[config.mk]
export PLATFORM = sky130hd
export DESIGN_NAME = alu_arbiter
export DESIGN_NICKNAME = d
export VERILOG_FILES = /design/src/rtl/alu_arbiter_pkg.sv /design/src/rtl/alu.sv /design/src/rtl/alu_arb_pick.sv /design/src/rtl/alu_arbiter.sv
export VERILOG_INCLUDE_DIRS = /design/src /design/src/rtl
export SDC_FILE = /design/constraint.sdc
export NUM_CORES = 1
export LEC_CHECK = 0
export CAP_MARGIN = 20
export CORE_UTILIZATION = 57
export CTS_CLUSTER_DIAMETER = 30
export CTS_CLUSTER_SIZE = 28
export DETAILED_ROUTE_END_ITERATION = 16
export PLACE_DENSITY = 0.95
export SLEW_MARGIN = 20
export SYNTH_ARGS = -nofsm -noshare
export SYNTH_HDL_FRONTEND = slang
export SYNTH_HIERARCHICAL = 1
export SYNTH_SLANG_ARGS = --single-unit
[constraint.sdc]
create_clock -name clk -period 6.7 [get_ports clk]
set_input_delay 0.67 -clock clk [delete_from_list [all_inputs] [get_ports clk]]
set_output_delay 0.67 -clock clk [all_outputs]
set_load 0.03 [all_outputs]
[src/rtl/xgriscv_defines.sv]
// xgriscv core-wide macros: datapath width, aluctrl codes, arbiter id width.
// Shared by every ALU-related block; included with a guard.
`ifndef XGRISCV_DEFINES_SV
`define XGRISCV_DEFINES_SV

`define XLEN 32

`define ALU_CTRL_ZERO 4'b0000
`define ALU_CTRL_ADD  4'b0001
`define ALU_CTRL_SUB  4'b0010
`define ALU_CTRL_AND  4'b0011
`define ALU_CTRL_OR   4'b0100
`define ALU_CTRL_XOR  4'b0101
`define ALU_CTRL_SLL  4'b0110
`define ALU_CTRL_SRL  4'b0111
`define ALU_CTRL_SRA  4'b1000
`define ALU_CTRL_SLT  4'b1001
`define ALU_CTRL_SLTU 4'b1010
`define ALU_CTRL_LUI  4'b1011

`define ALU_ARB_ID_W 1

`endif

[src/rtl/alu_arbiter_pkg.sv]
// alu_arbiter_pkg: shared types for the ALU arbiter slice.
// Policy is chosen by ALU_ARB_FIXED_PRIO_EN inside alu_arb_pick.
`include "xgriscv_defines.sv"

package alu_arbiter_pkg;

    typedef enum logic {
        ARB_IDLE = 1'b0,
        ARB_FULL = 1'b1
    } arb_state_e;

    typedef struct packed {
        logic [`XLEN-1:0] a;
        logic [`XLEN-1:0] b;
        logic [4:0]       shamt;
        logic [3:0]       ctrl;
    } alu_op_t;

    function automatic alu_op_t alu_op_idle();
        alu_op_t op;
        op      = '0;
        op.ctrl = `ALU_CTRL_ZERO;
        return op;
    endfunction

endpackage

[src/rtl/alu.sv]
// alu: single-cycle core ALU, flags {overflow, zero, lt, ge} from the result.
`include "xgriscv_defines.sv"

module alu (
    input  logic [`XLEN-1:0] a,
    input  logic [`XLEN-1:0] b,
    input  logic [4:0]       shamt,
    input  logic [3:0]       aluctrl,
    output logic [`XLEN-1:0] aluout,
    output logic             overflow,
    output logic             zero,
    output logic             lt,
    output logic             ge
);

    logic [`XLEN-1:0] sum;
    logic [`XLEN-1:0] diff;

    assign sum  = a + b;
    assign diff = a - b;

    always_comb begin
        aluout   = '0;
        overflow = 1'b0;
        case (aluctrl)
            `ALU_CTRL_ADD: begin
                aluout   = sum;
                overflow = (a[`XLEN-1] == b[`XLEN-1]) &&
                           (sum[`XLEN-1] != a[`XLEN-1]);
            end
            `ALU_CTRL_SUB: begin
                aluout   = diff;
                overflow = (a[`XLEN-1] != b[`XLEN-1]) &&
                           (diff[`XLEN-1] != a[`XLEN-1]);
            end
            `ALU_CTRL_AND:  aluout = a & b;
            `ALU_CTRL_OR:   aluout = a | b;
            `ALU_CTRL_XOR:  aluout = a ^ b;
            `ALU_CTRL_SLL:  aluout = a << shamt;
            `ALU_CTRL_SRL:  aluout = a >> shamt;
            `ALU_CTRL_SRA:  aluout = $signed(a) >>> shamt;
            `ALU_CTRL_SLT:
                aluout = {{(`XLEN-1){1'b0}}, $signed(a) < $signed(b)};
            `ALU_CTRL_SLTU:
                aluout = {{(`XLEN-1){1'b0}}, a < b};
            `ALU_CTRL_LUI:  aluout = b;
            default:        aluout = '0;
        endcase
    end

    // lt/ge follow the result sign, as the branch unit expects
    assign zero = (aluout == '0);
    assign lt   = aluout[`XLEN-1];
    assign ge   = ~aluout[`XLEN-1];

endmodule

[src/rtl/alu_arb_pick.sv]
// alu_arb_pick: 2-way grant picker for the shared ALU.
// ALU_ARB_FIXED_PRIO_EN: port 0 always wins ties; otherwise round-robin.
module alu_arb_pick (
    input  logic valid0,
    input  logic valid1,
    input  logic rr_last,
    input  logic en,
    output logic gnt0,
    output logic gnt1
);

`ifdef ALU_ARB_FIXED_PRIO_EN
    logic unused_rr_last;
    assign unused_rr_last = rr_last;
    assign gnt0 = en & valid0;
    assign gnt1 = en & valid1 & ~valid0;
`else
    // On a tie, the port that did not win last goes next
    assign gnt0 = en & valid0 & (~valid1 | rr_last);
    assign gnt1 = en & valid1 & (~valid0 | ~rr_last);
`endif

endmodule

[src/rtl/alu_arbiter.sv]
// alu_arbiter: shares the core ALU between EX (port 0) and AGU/CSR (port 1).
// ALU_ARB_FIXED_PRIO_EN selects fixed port-0 priority instead of round-robin.
`include "xgriscv_defines.sv"

module alu_arbiter
    import alu_arbiter_pkg::*;
#(
    parameter int XLEN_P = `XLEN
) (
    input  logic                     clk,
    input  logic                     rstn,
    input  logic                     req0_valid,
    output logic                     req0_ready,
    input  logic [XLEN_P-1:0]        req0_a,
    input  logic [XLEN_P-1:0]        req0_b,
    input  logic [4:0]               req0_shamt,
    input  logic [3:0]               req0_ctrl,
    input  logic                     req1_valid,
    output logic                     req1_ready,
    input  logic [XLEN_P-1:0]        req1_a,
    input  logic [XLEN_P-1:0]        req1_b,
    input  logic [4:0]               req1_shamt,
    input  logic [3:0]               req1_ctrl,
    output logic                     rsp_valid,
    input  logic                     rsp_ready,
    output logic [`ALU_ARB_ID_W-1:0] rsp_id,
    output logic [XLEN_P-1:0]        rsp_data,
    output logic [3:0]               rsp_flags
);

    arb_state_e               state;
    logic [`ALU_ARB_ID_W-1:0] rr_last;
    logic                     can_issue;
    logic                     gnt0;
    logic                     gnt1;
    logic                     gnt;
    alu_op_t                  op;
    logic [XLEN_P-1:0]        aluout;
    logic                     ovf;
    logic                     zero;
    logic                     lt;
    logic                     ge;

    assign rsp_valid = (state == ARB_FULL);
    assign can_issue = ~rsp_valid | rsp_ready;

    // No grant while reset is held, so nothing sneaks in on release
    alu_arb_pick u_pick (
        .valid0  (req0_valid),
        .valid1  (req1_valid),
        .rr_last (rr_last[0]),
        .en      (can_issue & rstn),
        .gnt0    (gnt0),
        .gnt1    (gnt1)
    );

    assign req0_ready = gnt0;
    assign req1_ready = gnt1;
    assign gnt        = gnt0 | gnt1;

    always_comb begin
        op = alu_op_idle();
        unique case (1'b1)
            gnt0: op = '{a: req0_a, b: req0_b,
                         shamt: req0_shamt, ctrl: req0_ctrl};
            gnt1: op = '{a: req1_a, b: req1_b,
                         shamt: req1_shamt, ctrl: req1_ctrl};
            default: ;
        endcase
    end

    alu u_alu (
        .a        (op.a),
        .b        (op.b),
        .shamt    (op.shamt),
        .aluctrl  (op.ctrl),
        .aluout   (aluout),
        .overflow (ovf),
        .zero     (zero),
        .lt       (lt),
        .ge       (ge)
    );

    always_ff @(posedge clk or negedge rstn) begin
        if (!rstn) begin
            state     <= ARB_IDLE;
            rsp_id    <= '0;
            rsp_data  <= '0;
            rsp_flags <= '0;
            rr_last   <= `ALU_ARB_ID_W'(1);
        end else begin
            unique case (state)
                ARB_IDLE: if (gnt) state <= ARB_FULL;
                ARB_FULL: if (rsp_ready && !gnt) state <= ARB_IDLE;
                default:  state <= ARB_IDLE;
            endcase
            if (gnt) begin
                rsp_id    <= `ALU_ARB_ID_W'(gnt1);
                rsp_data  <= aluout;
                rsp_flags <= {ovf, zero, lt, ge};
                rr_last   <= `ALU_ARB_ID_W'(gnt1);
            end
        end
    end

endmodule
## Word-level counts from Yosys, hierarchy flattened

Cells that the tools add are included.

| storage, ports and cells | value |
|---|---|
| flip-flop bits (word level) | 39 |
| logic and storage cells | 55 |
| input port bits | 151 |

| operators by class | value |
|---|---|
| $add $sub $neg | 2 |
| shift-type cells | 3 |
| reduce and logical (&&, ||, !) cells | 5 |
| $lt $le $gt $ge | 2 |
| multiplexer cells | 6 |
| bitwise operators | 17 |
| eq/ne operators | 15 |

Operators by type and width:

| cell | number |
|---|---|
| $pmux 32 s11 | 1 |
| $pmux 73 s2 | 1 |
| $lt 32x32->1 | 2 |
| $add 32x32->32 | 1 |
| $and 32x32->32 | 1 |
| $logic_not 32->1 | 1 |
| $or 32x32->32 | 1 |
| $shl 32x5->32 | 1 |
| $shr 32x5->32 | 1 |
| $sshr 32x5->32 | 1 |
| $sub 32x32->32 | 1 |
| $xor 32x32->32 | 1 |
| $eq 4x3->1 const B | 4 |
| $eq 4x4->1 const B | 4 |
| $eq 4x2->1 const B | 2 |
| $and 1x1->1 | 5 |
| $not 1->1 | 5 |
| $eq 4x1->1 const B | 1 |
| $or 1x1->1 | 4 |
| $pmux 1 s2 | 2 |
| $logic_and 1x1->1 | 3 |
| $ne 1x1->1 | 3 |
| $mux 1 | 2 |
| $eq 1x1->1 | 1 |
| $logic_not 1->1 | 1 |

## Depth between registers and ports, before layout

| depth | value |
|---|---|
| word-level depth | 10 |
| gate-level depth with buffers | 24 |
| depth with buffers taken out | 20 |

## By module

The synthesis kept the hierarchy.

By module, submodules not included:

| module | cells an instance | sequential area each (um^2) | area an instance (um^2) | instances |
|---|---|---|---|---|
| alu | 1,467 | 0.0 | 10,357.4 | 1 |
| alu_arbiter | 174 | 977.2 | 2,178.3 | 1 |
| alu_arb_pick | 5 | 0.0 | 21.3 | 1 |

## Worst setup path after synthesis

Ideal clock, no wire load.

| timing path | value |
|---|---|
| path kind | input to register |
| start | input rsp_ready |
| end | register rsp_flags[2] |
| library setup time | 0.066 ns |
| arrival | 5.893 ns |
| cell stages on the path | 23 |
| slack | 0.741 ns |
| buffers on the path | 4 |
| data required time | 6.634 ns |
| path through | nand2b_1 -> and2_1 -> nand2_1 -> a21oi_1 -> buf_2 -> buf_2 -> a22o_1 -> clkbuf_1 -> inv_1 -> ha_1 -> clkbuf_1 -> inv_2 -> a21oi_1 -> o31ai_1 -> a22oi_1 -> nand3_2 -> a211oi_1 -> a2111o_1 -> or2_0 -> a32o_1 -> or4b_1 -> nor4_2 -> mux2_1 |

RTL lines:

| element | line | RTL |
|---|---|---|
| start, declared | alu_arbiter.sv:25 | `input logic rsp_ready,` |
| end signal, assigned | alu_arbiter.sv:100 | `rsp_flags <= {ovf, zero, lt, ge};` |
| end, declared | alu_arbiter.sv:28 | `output logic [3:0] rsp_flags` |

==> summary.md <==
| Metric | Value |
|---|---|
| CTS sink cnt | `39` |
| First-pass GRT wire length | `87.3 mm` |
| Hold-fix buffers at CTS | `0` |
| Die Width | `150 um` |
| Clk_lat worst skew | `0.29 ns` |
| Final wirelength | `58.6 mm` |
| Final Max Tran Viols | `0` |
| Die area | `22600 um^2` |
| Seq/Total Area, Yosys | `7.78%` |
| Inst Count DP | `2051` |
| Setup Buffers After CTS | `0` |
| # fillers | `1773` |
| Final Non-Filler Cells | `2059` |
| Total grt overflow | `0` |
| Final period util | `95.1%` |
| Setup Skew | `0.00443 ns` |
| Final #Nets | `2039` |
| Initial Utilization | `59.0%` |
| Drt via density | `7.66` |
| Num CTS Buffers | `5` |
| Post-CTS sizing | `0` |
| Net count after synthesis | `1902` |
| Clock transition at path regs | `0.06 ns` |
| Post-synth top area share | `10.3%` |
| Antenna cells | `0` |
| Setup TNS | `0 ns` |
| PortBufs | `190` |
| Worst-path fanout max | `27` |
| Maximum VDD drop | `109 uV` |
| Main synth FF type | `dfrtp_1` |
| Die Y | `150 um` |
| P per Cell Area | `183 nW/um^2` |
| Setup violators final | `0` |
| MaxCap Viol Count | `0` |
| EDFF count, synth | `0` |
| Setup CP Type | `input pin to register` |
| Crit. End Element | `register` |
| Global placer's final weighted congestion | `1.19` |
| CP Cell Sequence | `clkdlybuf4s50_1 > nand2b_1 > and2_1 > nand2_1 > a21oi_4 > buf_12 > buf_4 > a22o_1 > inv_1 > ha_1 > nor2_1 > nand3_1 > nor3_1 > a211oi_1 > buf_4 > a21oi_1 > a221oi_1 > or3b_2 > o211ai_1 > nor3_1 > or4b_1 > nor4_2 > mux2_1` |
| I/O pins | `191` |
| Clock Tree Buf Depth | `2` |
| CP Buf/Inv Count | `5` |
| DRC | `0` |
| Synth cell types | `95` |
| Tightest Pin Transition | `1.21 ns` |
| Via count | `15.8k` |
| Post-synth top area cell | `ha_1` |
| Cell Area, Synth | `12600 um^2` |
| Async SR Flop Fraction | `100%` |
| Num rows | `53` |
| Lkg Pwr | `5.79 nW` |
| Vias in the first global route | `14.6k` |
| Yosys Warn Count | `6` |
| Share of layout cells above drive strength 1 | `11.8%` |
| CP arrival | `6.60 ns` |
| Final hold vios | `0` |
| Crit-path leading delay family | `compound AO/OA/AOI/OAI gates` |
| All-Layer GR Usage | `51.4%` |
| CTS tree | `done` |
| Crit path largest cell delay | `0.73 ns` |
| Pin count of the biggest net entering global routing | `53` |
| Final HPWL DP | `44.9 mm` |
| Avg Cell Area, Syn | `7.63 um^2` |
| Status | `complete, no violations` |
| Worst hold path type | `input pin to async pin` |
| Clock root cell | `clkbuf_16` |
| Initial antenna violation count | `1` |
| Slowest CP cell | `a221oi_1` |
| Total core area | `21300 um^2` |
| Worst Hold Margin | `0.440 ns` |
| DRT iter0 DRCs | `2780` |
| Area grow syn2layout | `19.5%` |
| Startpoint types | `input pin` |
| H-tree depth | `2` |
| Cells after Synth | `1646` |
| RSZ-0062 raised after global routing | `false` |
| Worst slew margin | `18.3%` |
| Post-DR wirelength/cell | `28.4 um` |
| Minimum clock period | `6.37 ns` |
| ANT nets after route | `0` |
| CP required | `6.93 ns` |
| Pre-antenna DRT Iters | `8` |
| Fmax | `157 MHz` |
| Synth Register Bits | `39` |
| Top cells by area, synth | `ha_1 10%, mux4_2 9.9%, dfrtp_1 7.6%` |
-- synth_stat cells, types with 7 or more instances --
| cell type | n |
|---|---|
| nor2_1 | 141 |
| o41ai_1 | 7 |
| dfrtp_1 | 38 |
| a21oi_1 | 131 |
| o2111ai_1 | 9 |
| nor4_1 | 14 |
| nor3_1 | 29 |
| o21a_1 | 17 |
| o21ai_0 | 79 |
| buf_6 | 7 |
| buf_4 | 12 |
| or3_1 | 12 |
| nand2b_1 | 9 |
| mux4_2 | 55 |
| nand2_1 | 116 |
| xnor2_1 | 21 |
| ha_1 | 103 |
| and2_1 | 10 |
| a211oi_1 | 25 |
| o21bai_1 | 12 |
| o211ai_1 | 18 |
| nand4_1 | 18 |
| buf_2 | 41 |
| and3_1 | 9 |
| a221o_1 | 10 |
| o31ai_1 | 21 |
| nor2b_1 | 16 |
| buf_1 | 8 |
| o22ai_1 | 33 |
| mux2i_1 | 66 |
| inv_1 | 99 |
| a221oi_1 | 19 |
| a22o_1 | 78 |
| o221ai_1 | 10 |
| or2_2 | 11 |
| clkbuf_1 | 80 |
| a22oi_1 | 18 |
| a21o_1 | 15 |
| a2111oi_0 | 7 |
| a31oi_1 | 22 |
| mux2_1 | 29 |
| mux2_2 | 17 |
| nand3_1 | 43 |
-- path summary, 6_finish.rpt --
| kind | startpoint | endpoint | slack [ns] | cells past startpoint |
|---|---|---|---|---|
| min | rstn | rsp_data[31]$_DFFE_PN0P_ | 0.44 | 2 |
| max reg2reg | rsp_valid$_DFF_PN0_ | rsp_flags[2]$_DFFE_PN0P_ | 0.80 | 22 |
| min reg2reg | rsp_id$_DFFE_PN0P_ | rsp_id$_DFFE_PN0P_ | 0.48 | 1 |
| min in group clk | rsp_id$_DFFE_PN0P_ | rsp_id$_DFFE_PN0P_ | 0.48 | 1 |
| max | rsp_ready | rsp_flags[2]$_DFFE_PN0P_ | 0.33 | 23 |
| max in group asynchronous | rstn | rr_last$_DFFE_PN1P_ | 5.91 | 2 |
-- where the power goes --
group / switching, mW / internal, mW / total [mW]
Combinational: 1.32 / 0.816 / 2.14
Clock: 0.0998 / 0.176 / 0.276
Sequential: 0.0326 / 0.295 / 0.328
-- through the flow --
step                power (mW)  setup WS (ns)  area, um^2  utilization, %
floorplan                 1.65          0.741       12600               -
global placement          2.33          0.410       14800            69.8
detailed placement        2.35          0.287       14800            69.8
CTS                       2.64          0.577       15000            70.5
global route              2.84          0.134       15000            70.5
finish                    2.74          0.327       15000            70.5
-- sequential cells by signal (all words and copies together) (netlist names) --
name,cells
rsp_id,1
rsp_flags,4
rr_last,1
rsp_valid,1
rsp_data,32
-- area by class of cell --
| cell class | count | area, um^2 | share of cell area (%) |
|---|---|---|---|
| multi-input cells | 1353 | 10500 | 70.0 |
| clock buffers | 7 | 133 | 0.884 |
| flip-flops and latches | 39 | 977 | 6.51 |
| repair buffers | 281 | 2630 | 17.5 |
| well taps | 275 | 344 | 2.29 |
| clock inverters | 1 | 30.0 | 0.200 |
| inverters | 103 | 387 | 2.58 |
-- metal layers --
metal	track usage (%)	routed length, um
met1	63.6	20400
met2	73.0	23100
met3	18.6	9530
met4	37.1	5520
met5	0	0
-- placed cells by master (no fill, tap or decap), types with 38 or more instances in the layout --
cell             synthesis  layout
inv_1                   99      99
nand3_1                 43      43
a22o_1                  78      74
mux2i_1                 66      66
a21oi_1                131     128
nor2_1                 141     141
ha_1                   103     103
buf_4                   12      87
clkdlybuf4s50_1          0     189
mux4_2                  55      55
o21ai_0                 79      79
nand2_1                116     116
dfrtp_1                 38      38
-- logic make-up after synthesis --
| family | count (synthesis) | share of synthesized area (%) |
|---|---|---|
| compound gates | 592 | 33.0 |
| xor+xnor | 22 | 1.53 |
| fa+ha+maj | 105 | 10.6 |
| buf+inv | 254 | 8.95 |
| flops | 39 | 7.78 |
| mux | 171 | 20.0 |
| simple gates | 463 | 18.1 |
No activity file was read; power rests on OpenSTA's default activity.
